==> config.mk <==
export PLATFORM = sky130hd
export DESIGN_NAME = toggle_decoder
export DESIGN_NICKNAME = d
export VERILOG_FILES = /design/src/rtl/toggle_pkg.sv /design/src/rtl/toggle_decoder_sync_chain.sv /design/src/rtl/toggle_decoder.sv
export SDC_FILE = /design/constraint.sdc
export NUM_CORES = 1
export LEC_CHECK = 0
export ABC_CLOCK_PERIOD_IN_PS = 2300
export BUFFER_PORTS_ARGS = -buffer_cell sky130_fd_sc_hd__buf_2
export CORE_MARGIN = 3
export CORE_UTILIZATION = 51
export DETAILED_ROUTE_END_ITERATION = 12
export GPL_ROUTABILITY_DRIVEN = 0
export PLACE_DENSITY = 0.76
export SLEW_MARGIN = 30
export SYNTH_ARGS = -nofsm -noshare
export SYNTH_HDL_FRONTEND = slang
export SYNTH_SLANG_ARGS = --single-unit
==> constraint.sdc <==
create_clock -name clk -period 2.3 [get_ports clk]
set_input_delay 0.345 -clock clk [delete_from_list [all_inputs] [get_ports clk]]
set_output_delay 0.345 -clock clk [all_outputs]
set_load 0.1 [all_outputs]
==> src/rtl/toggle_pkg.sv <==
// Shared types and default parameters for the toggle-encoded event decoder.
package toggle_pkg;

  typedef enum logic [1:0] {
    IDLE = 2'd0,
    BUSY = 2'd1,
    FULL = 2'd2
  } state_t;

  localparam int DEF_SYNC_STAGES = 2;
  localparam int DEF_CNT_W       = 4;

endpackage

==> src/rtl/toggle_decoder_sync_chain.sv <==
// Multi-flop synchroniser bringing the asynchronous toggle line into clk.
module sync_chain #(
  parameter int SYNC_STAGES = toggle_pkg::DEF_SYNC_STAGES
) (
  input  logic clk,
  input  logic rst,
  input  logic d,
  output logic q
);

  logic [SYNC_STAGES-1:0] sync;

  always_ff @(posedge clk) begin
    if (!rst) begin
      sync <= '0;
    end else begin
      sync <= {sync[SYNC_STAGES-2:0], d};
    end
  end

  assign q = sync[SYNC_STAGES-1];

endmodule

==> src/rtl/toggle_decoder.sv <==
// Receive-side toggle decoder: synchronise, detect level changes, pulse and
// count undelivered events with saturation and a sticky overflow flag.
module toggle_decoder
  import toggle_pkg::*;
#(
  parameter int SYNC_STAGES = DEF_SYNC_STAGES,
  parameter int CNT_W       = DEF_CNT_W
) (
  input  logic             clk,
  input  logic             rst,
  input  logic             tog_in,
  input  logic             evt_ready,
  input  logic             ovf_clr,
  output logic             evt_valid,
  output logic             evt_pulse,
  output logic [CNT_W-1:0] pending,
  output logic             overflow,
  output state_t           state
);

  // Handshake: one event is consumed at each rising edge where evt_valid and
  // evt_ready are both high; evt_ready with evt_valid low has no effect.

  localparam int              WARM_LEN = SYNC_STAGES + 1;
  localparam int              WARM_W   = $clog2(WARM_LEN + 1);
  localparam logic [CNT_W-1:0] MAX_CNT = '1;

  logic              s;
  logic              prev;
  logic [WARM_W-1:0] warm_cnt;
  logic              warm_done;
  logic              edge_det;
  logic              pop;
  logic [CNT_W-1:0]  pend_nxt;
  logic              ovf_set;
  state_t            state_nxt;

  sync_chain #(.SYNC_STAGES(SYNC_STAGES)) u_sync (
    .clk (clk),
    .rst (rst),
    .d   (tog_in),
    .q   (s)
  );

  // Suppressing edges until the chain has refilled hides a level held through reset.
  assign warm_done = (warm_cnt == WARM_W'(WARM_LEN));
  assign edge_det  = warm_done & (s ^ prev);
  assign evt_valid = (state != IDLE);
  assign pop       = evt_valid & evt_ready;

  always_comb begin
    pend_nxt = pending;
    ovf_set  = 1'b0;
    if (edge_det && !pop) begin
      if (pending == MAX_CNT) ovf_set  = 1'b1;
      else                    pend_nxt = pending + 1'b1;
    end else if (!edge_det && pop) begin
      pend_nxt = pending - 1'b1;
    end
  end

  always_comb begin
    state_nxt = state;
    case (state)
      IDLE: if (pend_nxt != '0) state_nxt = BUSY;
      BUSY: begin
        if (pend_nxt == '0)          state_nxt = IDLE;
        else if (pend_nxt == MAX_CNT) state_nxt = FULL;
      end
      FULL: if (pend_nxt != MAX_CNT) state_nxt = BUSY;
      default: state_nxt = IDLE;
    endcase
  end

  always_ff @(posedge clk) begin
    if (!rst) begin
      prev      <= 1'b0;
      warm_cnt  <= '0;
      evt_pulse <= 1'b0;
      pending   <= '0;
      overflow  <= 1'b0;
      state     <= IDLE;
    end else begin
      prev      <= s;
      if (!warm_done) warm_cnt <= warm_cnt + WARM_W'(1);
      evt_pulse <= edge_det;
      pending   <= pend_nxt;
      // A new overflow in the same cycle as a clear keeps the flag set.
      if (ovf_set)      overflow <= 1'b1;
      else if (ovf_clr) overflow <= 1'b0;
      state     <= state_nxt;
    end
  end

endmodule

Word level (Yosys, flattened, before mapping)
Cells that the tools add are included.
W data, S select, Z words.

cells by class
  add/subtract/negate cells = 3
  bitwise gates (word level) = 3
  eq/ne operators = 9
  mux-type cells = 12
  reduce and logical (&&, ||, !) cells = 10

operator list
  operator               count
  $mux W4                3
  $eq A4 B4 Y1 const B   2
  $mux W2                4
  $pmux W2 S3            1
  $add A4 B1 Y4 const B  1
  $eq A2 B2 Y1 const B   2
  $logic_not A4 Y1       1
  $mux W1                4
  $ne A2 B2 Y1 const B   2
  $ne A4 B4 Y1 const B   1
  $reduce_bool A2 Y1     2
  $reduce_bool A4 Y1     1
  $sub A4 B1 Y4 const B  1
  $ne A3 B3 Y1 const B   1
  $reduce_and A3 Y1      1
  $add A2 B1 Y2 const B  1
  $and A1 B1 Y1          2
  $eq A2 B1 Y1 const B   1
  $logic_and A1 B1 Y1    2
  $logic_not A1 Y1       2
  $logic_not A2 Y1       1
  $xor A1 B1 Y1          1

storage, ports and cells
  register bits = 13
  logic and storage cells = 44

Longest topological paths before layout
  word-level depth = 10
  mapped depth = 7

Hierarchy
From an unflattened synthesis, not the netlist that was laid out.

unflattened totals
  cells, all modules = 71
  area, all modules = 675.6 um^2

by module, submodules not included
  module          times used  area each (um^2)  sequential area each (um^2)  cells each
  toggle_decoder  1           623.1             220.2                        67
  sync_chain      1           52.6              40.0                         4

Least setup slack after synthesis
OpenSTA, ideal clock, no wires.

  kind = register -> register
  start point = reg pending[1]
  end point = reg state[0]
  data required time = 2.184 ns
  path slack = -0.498 ns
  cell stages (with the launch flop) = 8
  arrival time = 2.682 ns
  buffers on the path = 0
  period minus slack after synthesis = 2.798 ns
  path through = dfxtp_1 ha_1 nand3_1 and4_4 nor3_2 o211ai_1 or4_1 and4_1

between the ends
  cells in the longest elaborated chain, start to end = 6

RTL lines
  element                                                     RTL line                                    RTL
  from (decl)                                                 toggle_decoder.sv:16                        output logic [CNT_W-1:0] pending,
  from (signal assigned)                                      toggle_decoder.sv:87                        pending <= pend_nxt;
  $sub A4 B1 Y4 (tied with other cells)                       toggle_decoder.sv:58                        pend_nxt = pending - 1'b1;
  $mux W4 (on tied branches)                                  toggle_decoder.sv:57, toggle_decoder.sv:55
  $mux W4 (*)                                                 toggle_decoder.sv:54                        if (edge_det && !pop) begin
  $eq A4 B4 Y1 (tied with other cells)                        toggle_decoder.sv:68                        else if (pend_nxt == MAX_CNT) state_nxt = FULL;
  $ne A3 B3 Y1 (no line) (tied with other cells)              -
  $reduce_and A3 Y1 (no line) or $pmux W2 S3 (tied branches)  -
  to (signal assigned)                                        toggle_decoder.sv:91                        state <= state_nxt;
  to (decl)                                                   toggle_decoder.sv:18                        output state_t state

Mark *: on every way between the ends. The rest lies on a longest branch, timed or not.
A chain may end at the register's enable or synchronous reset.

Worst setup path in the final report
  start point = reg warm_cnt[0]
  end point = reg state[0]

between the ends
  cells in the longest elaborated chain, start to end = 9

RTL lines
  element                                                     RTL line              RTL
  from (decl)                                                 toggle_decoder.sv:30  logic [WARM_W-1:0] warm_cnt;
  from (signal assigned)                                      toggle_decoder.sv:85  if (!warm_done) warm_cnt <= warm_cnt + WARM_W'(1);
  $eq A2 B2 Y1 (*)                                            toggle_decoder.sv:46  assign warm_done = (warm_cnt == WARM_W'(WARM_LEN));
  $and A1 B1 Y1 (*)                                           toggle_decoder.sv:47  assign edge_det = warm_done & (s ^ prev);
  $logic_not A1 Y1                                            toggle_decoder.sv:57  end else if (!edge_det && pop) begin
  $logic_and A1 B1 Y1                                         toggle_decoder.sv:57
  $mux W4                                                     toggle_decoder.sv:57
  $mux W4 (*)                                                 toggle_decoder.sv:54
  $eq A4 B4 Y1 (tied with other cells)                        toggle_decoder.sv:68
  $ne A3 B3 Y1 (no line) (tied with other cells)              -
  $reduce_and A3 Y1 (no line) or $pmux W2 S3 (tied branches)  -

Marked as above.

==> flow_metrics.py <==
metrics = {
    "placed_design": {
        "dp_cells": 96,
        "pre_cts_ws_ns": 0.206,
        "portBuffers": 13,
    },
    "timing": {
        "rsz0062_at_grt": "no",
        "setup_viol": 0,
        "finalClockSkew_ns": 0.00339,
        "period_share_pct": 90.5,
        "holdWs_ns": 0.274,
        "finalSetupTns_ns": 0,
        "maxSlewHeadroom_pct": 66.1,
        "fmax_ghz": 0.481,
        "period_needed_ns": 2.08,
        "worst_slack_ns": 0.219,
        "finalMaxSlewViolations": 0,
        "worst_pin_slew_ns": 0.504,
        "hold_violations": 0,
    },
    "clocking": {
        "numCtsBuffers": 3,
        "cts-hold-fix-buffers": 0,
        "post_cts_buffers": 0,
        "clk_latency_ns": 0.27,
        "cts_sinks": 13,
        "cts_tree": "built",
        "cts-htree-levels": 1,
        "clkTransAtPathRegs_ns": 0.08,
        "ctsResizeCount": 0,
        "root_buffer": "clkbuf_4",
        "clk_path_buf_depth": 2,
    },
    "global_route": {
        "track_usage_pct": 17.8,
        "met2_usage_pct": 28.1,
        "grt_overflow": 0,
        "use_met1_pct": 22.3,
        "antenna_found_initial": 0,
        "use_met3_pct": 3.81,
        "grt_max_degree": 14,
        "grt_pass1_wl_um": 2510,
        "grt-busiest-layer": "met2",
        "grt_pass1_vias": 558,
    },
    "logic_synthesis": {
        "yosysSeqAreaShare_pct": 37.5,
        "synth_edf_count": 0,
        "yosys_warnings": 0,
        "ys_types": 41,
        "synth_area_per_cell_um2": 9.90,
        "async_flop_share_pct": 0,
        "synth.top_cell.area_share_pct": 37.5,
        "synth_top_cells_by_count": "dfxtp_1 (13), and2_1 (7), inv_1 (4), nor2b_1 (4), ha_1 (3)",
        "yosys-top-cells-area": "dfxtp_1 (38%), and2_1 (6.3%), ha_1 (5.4%)",
        "synth_fp_nets": 78,
        "syn_area_um2": 693,
        "ys_ff_latch": 13,
        "netlist_instances": 70,
        "synth-main-ff-cell": "dfxtp_1",
        "synth_top_cell_by_area": "dfxtp_1",
        "yosysMostFrequentCell": "dfxtp_1",
    },
    "outcome": {
        "outcome": "finished clean",
    },
    "routing": {
        "vias_per_cell": 5.83,
        "totalWireLength_um": 1320,
        "wl_per_cell_um": 13.2,
        "drtIter0Drc": 12,
        "dr_total_vias": 583,
        "route.detailed.drc": 0,
        "dr.pass1.iters": 4,
        "ant_nets": 0,
    },
    "pwr": {
        "p_total_mw": 0.978,
        "p_per_area_nw_per_um2": 1210,
        "peakVddDrop_uv": 759,
        "p_leak_nw": 0.369,
    },
    "critical_path": {
        "cpLargestDelayFamily": "compound AO/OA/AOI/OAI gates",
        "crit_chain": "ha_1 -> a21oi_1 -> o21a_2 -> o211ai_1 -> or4_1 -> and4_1",
        "start_kind": "flop",
        "path_max_fanout": 9,
        "cp-end-kind": "flop",
        "cp_data_arrival_time_ns": 2.25,
        "crit_required_ns": 2.47,
        "crit_slowest_cell": "or4_1",
        "max_stage_delay_ns": 0.46,
        "crit_type": "flop to flop",
        "worst-path-buf-inv": 0,
    },
    "floorplanning": {
        "rows": 12,
        "initial_core_util_pct": 58.4,
        "die-area_um2": 1840,
        "coreArea_um2": 1190,
        "dieWidth_um": 42.9,
        "ios": 14,
        "die_y_um": 42.9,
    },
    "layout": {
        "layoutNonFillerInstCount": 100,
        "nets": 95,
        "drive_gt1_share_pct": 38.4,
        "diodes": 0,
        "areaGrowthSynthToFinish_pct": 16.4,
    },
    "worst_hold_path": {
        "hp-class": "input pin to flop",
    },
    "flow_run": {
        "max_cap_violations": 0,
    },
}
## kinds of logic (layout without fill, tap and decap cells)
group	after synthesis	in the layout	synth area share (%)
AOI/OAI and AO/OA	18	18	21.5
and+or+nand+nor	27	27	26.2
xor gates and xnor gates	2	2	3.61
buffers and inverters	6	22	4.33
muxes	1	1	1.44
adders and majority gates	3	3	5.42
DFF	13	13	37.5
## routing by layer
metal | up-vias | part of all wire [%]
met1 | 272 | 49
li1 | 295 | -
met2 | 14 | 46
met4 | 0 | 0.61
met5 | - | 0
met3 | 2 | 4.5
## sequential cells by signal, indices dropped and copies added (netlist names)
name         cells
warm_cnt         2
u_sync.sync      2
state            2
evt_pulse        1
prev             1
overflow         1
pending          4
## report_power, final
part,leakage [nW],switching [mW],internal (mW)
Clock,0.0150,0.0737,0.0671
Combinational,0.244,0.380,0.135
Sequential,0.110,0.0495,0.272
## cells in the final DEF, fill, tap and decap left out, types with 2 or more instances in the layout
cell type and count:
buf_2 13, dfxtp_2 4, and3_1 2, a21oi_1 2
clkbuf_4 3, dfxtp_4 2, nand3_1 2, ha_1 3
nor2b_1 4, and2_1 7, dfxtp_1 7, inv_1 4
## path summary, 6_finish.rpt
| kind | from | to | slack, ns | cells past startpoint |
|---|---|---|---|---|
| max reg2reg | warm_cnt[0] | state[0] | 0.22 | 6 |
| min | tog_in | u_sync.sync[0] | 0.27 | 2 |
| max | warm_cnt[0] | state[0] | 0.22 | 6 |
| min reg2reg | u_sync.sync[0] | u_sync.sync[1] | 0.45 | 1 |
## cell type report
cell class | instances | area (um^2)
Multi-Input combinational cell | 51 | 403
Fill cell | 112 | 379
Sequential cell | 13 | 273
Timing Repair Buffer | 14 | 72.6
Clock buffer | 4 | 26.3
Tap cell | 14 | 17.5
Inverter | 4 | 15.0
## through the flow
stage | util, % | instance area (um^2)
final | 68.0 | 807
after global routing | 68.0 | 807
after CTS | 68.0 | 807
after detailed placement | 65.8 | 781
after global placement | 65.8 | 781
after floorplan | - | 706
No activity file was read; power rests on OpenSTA's default activity.
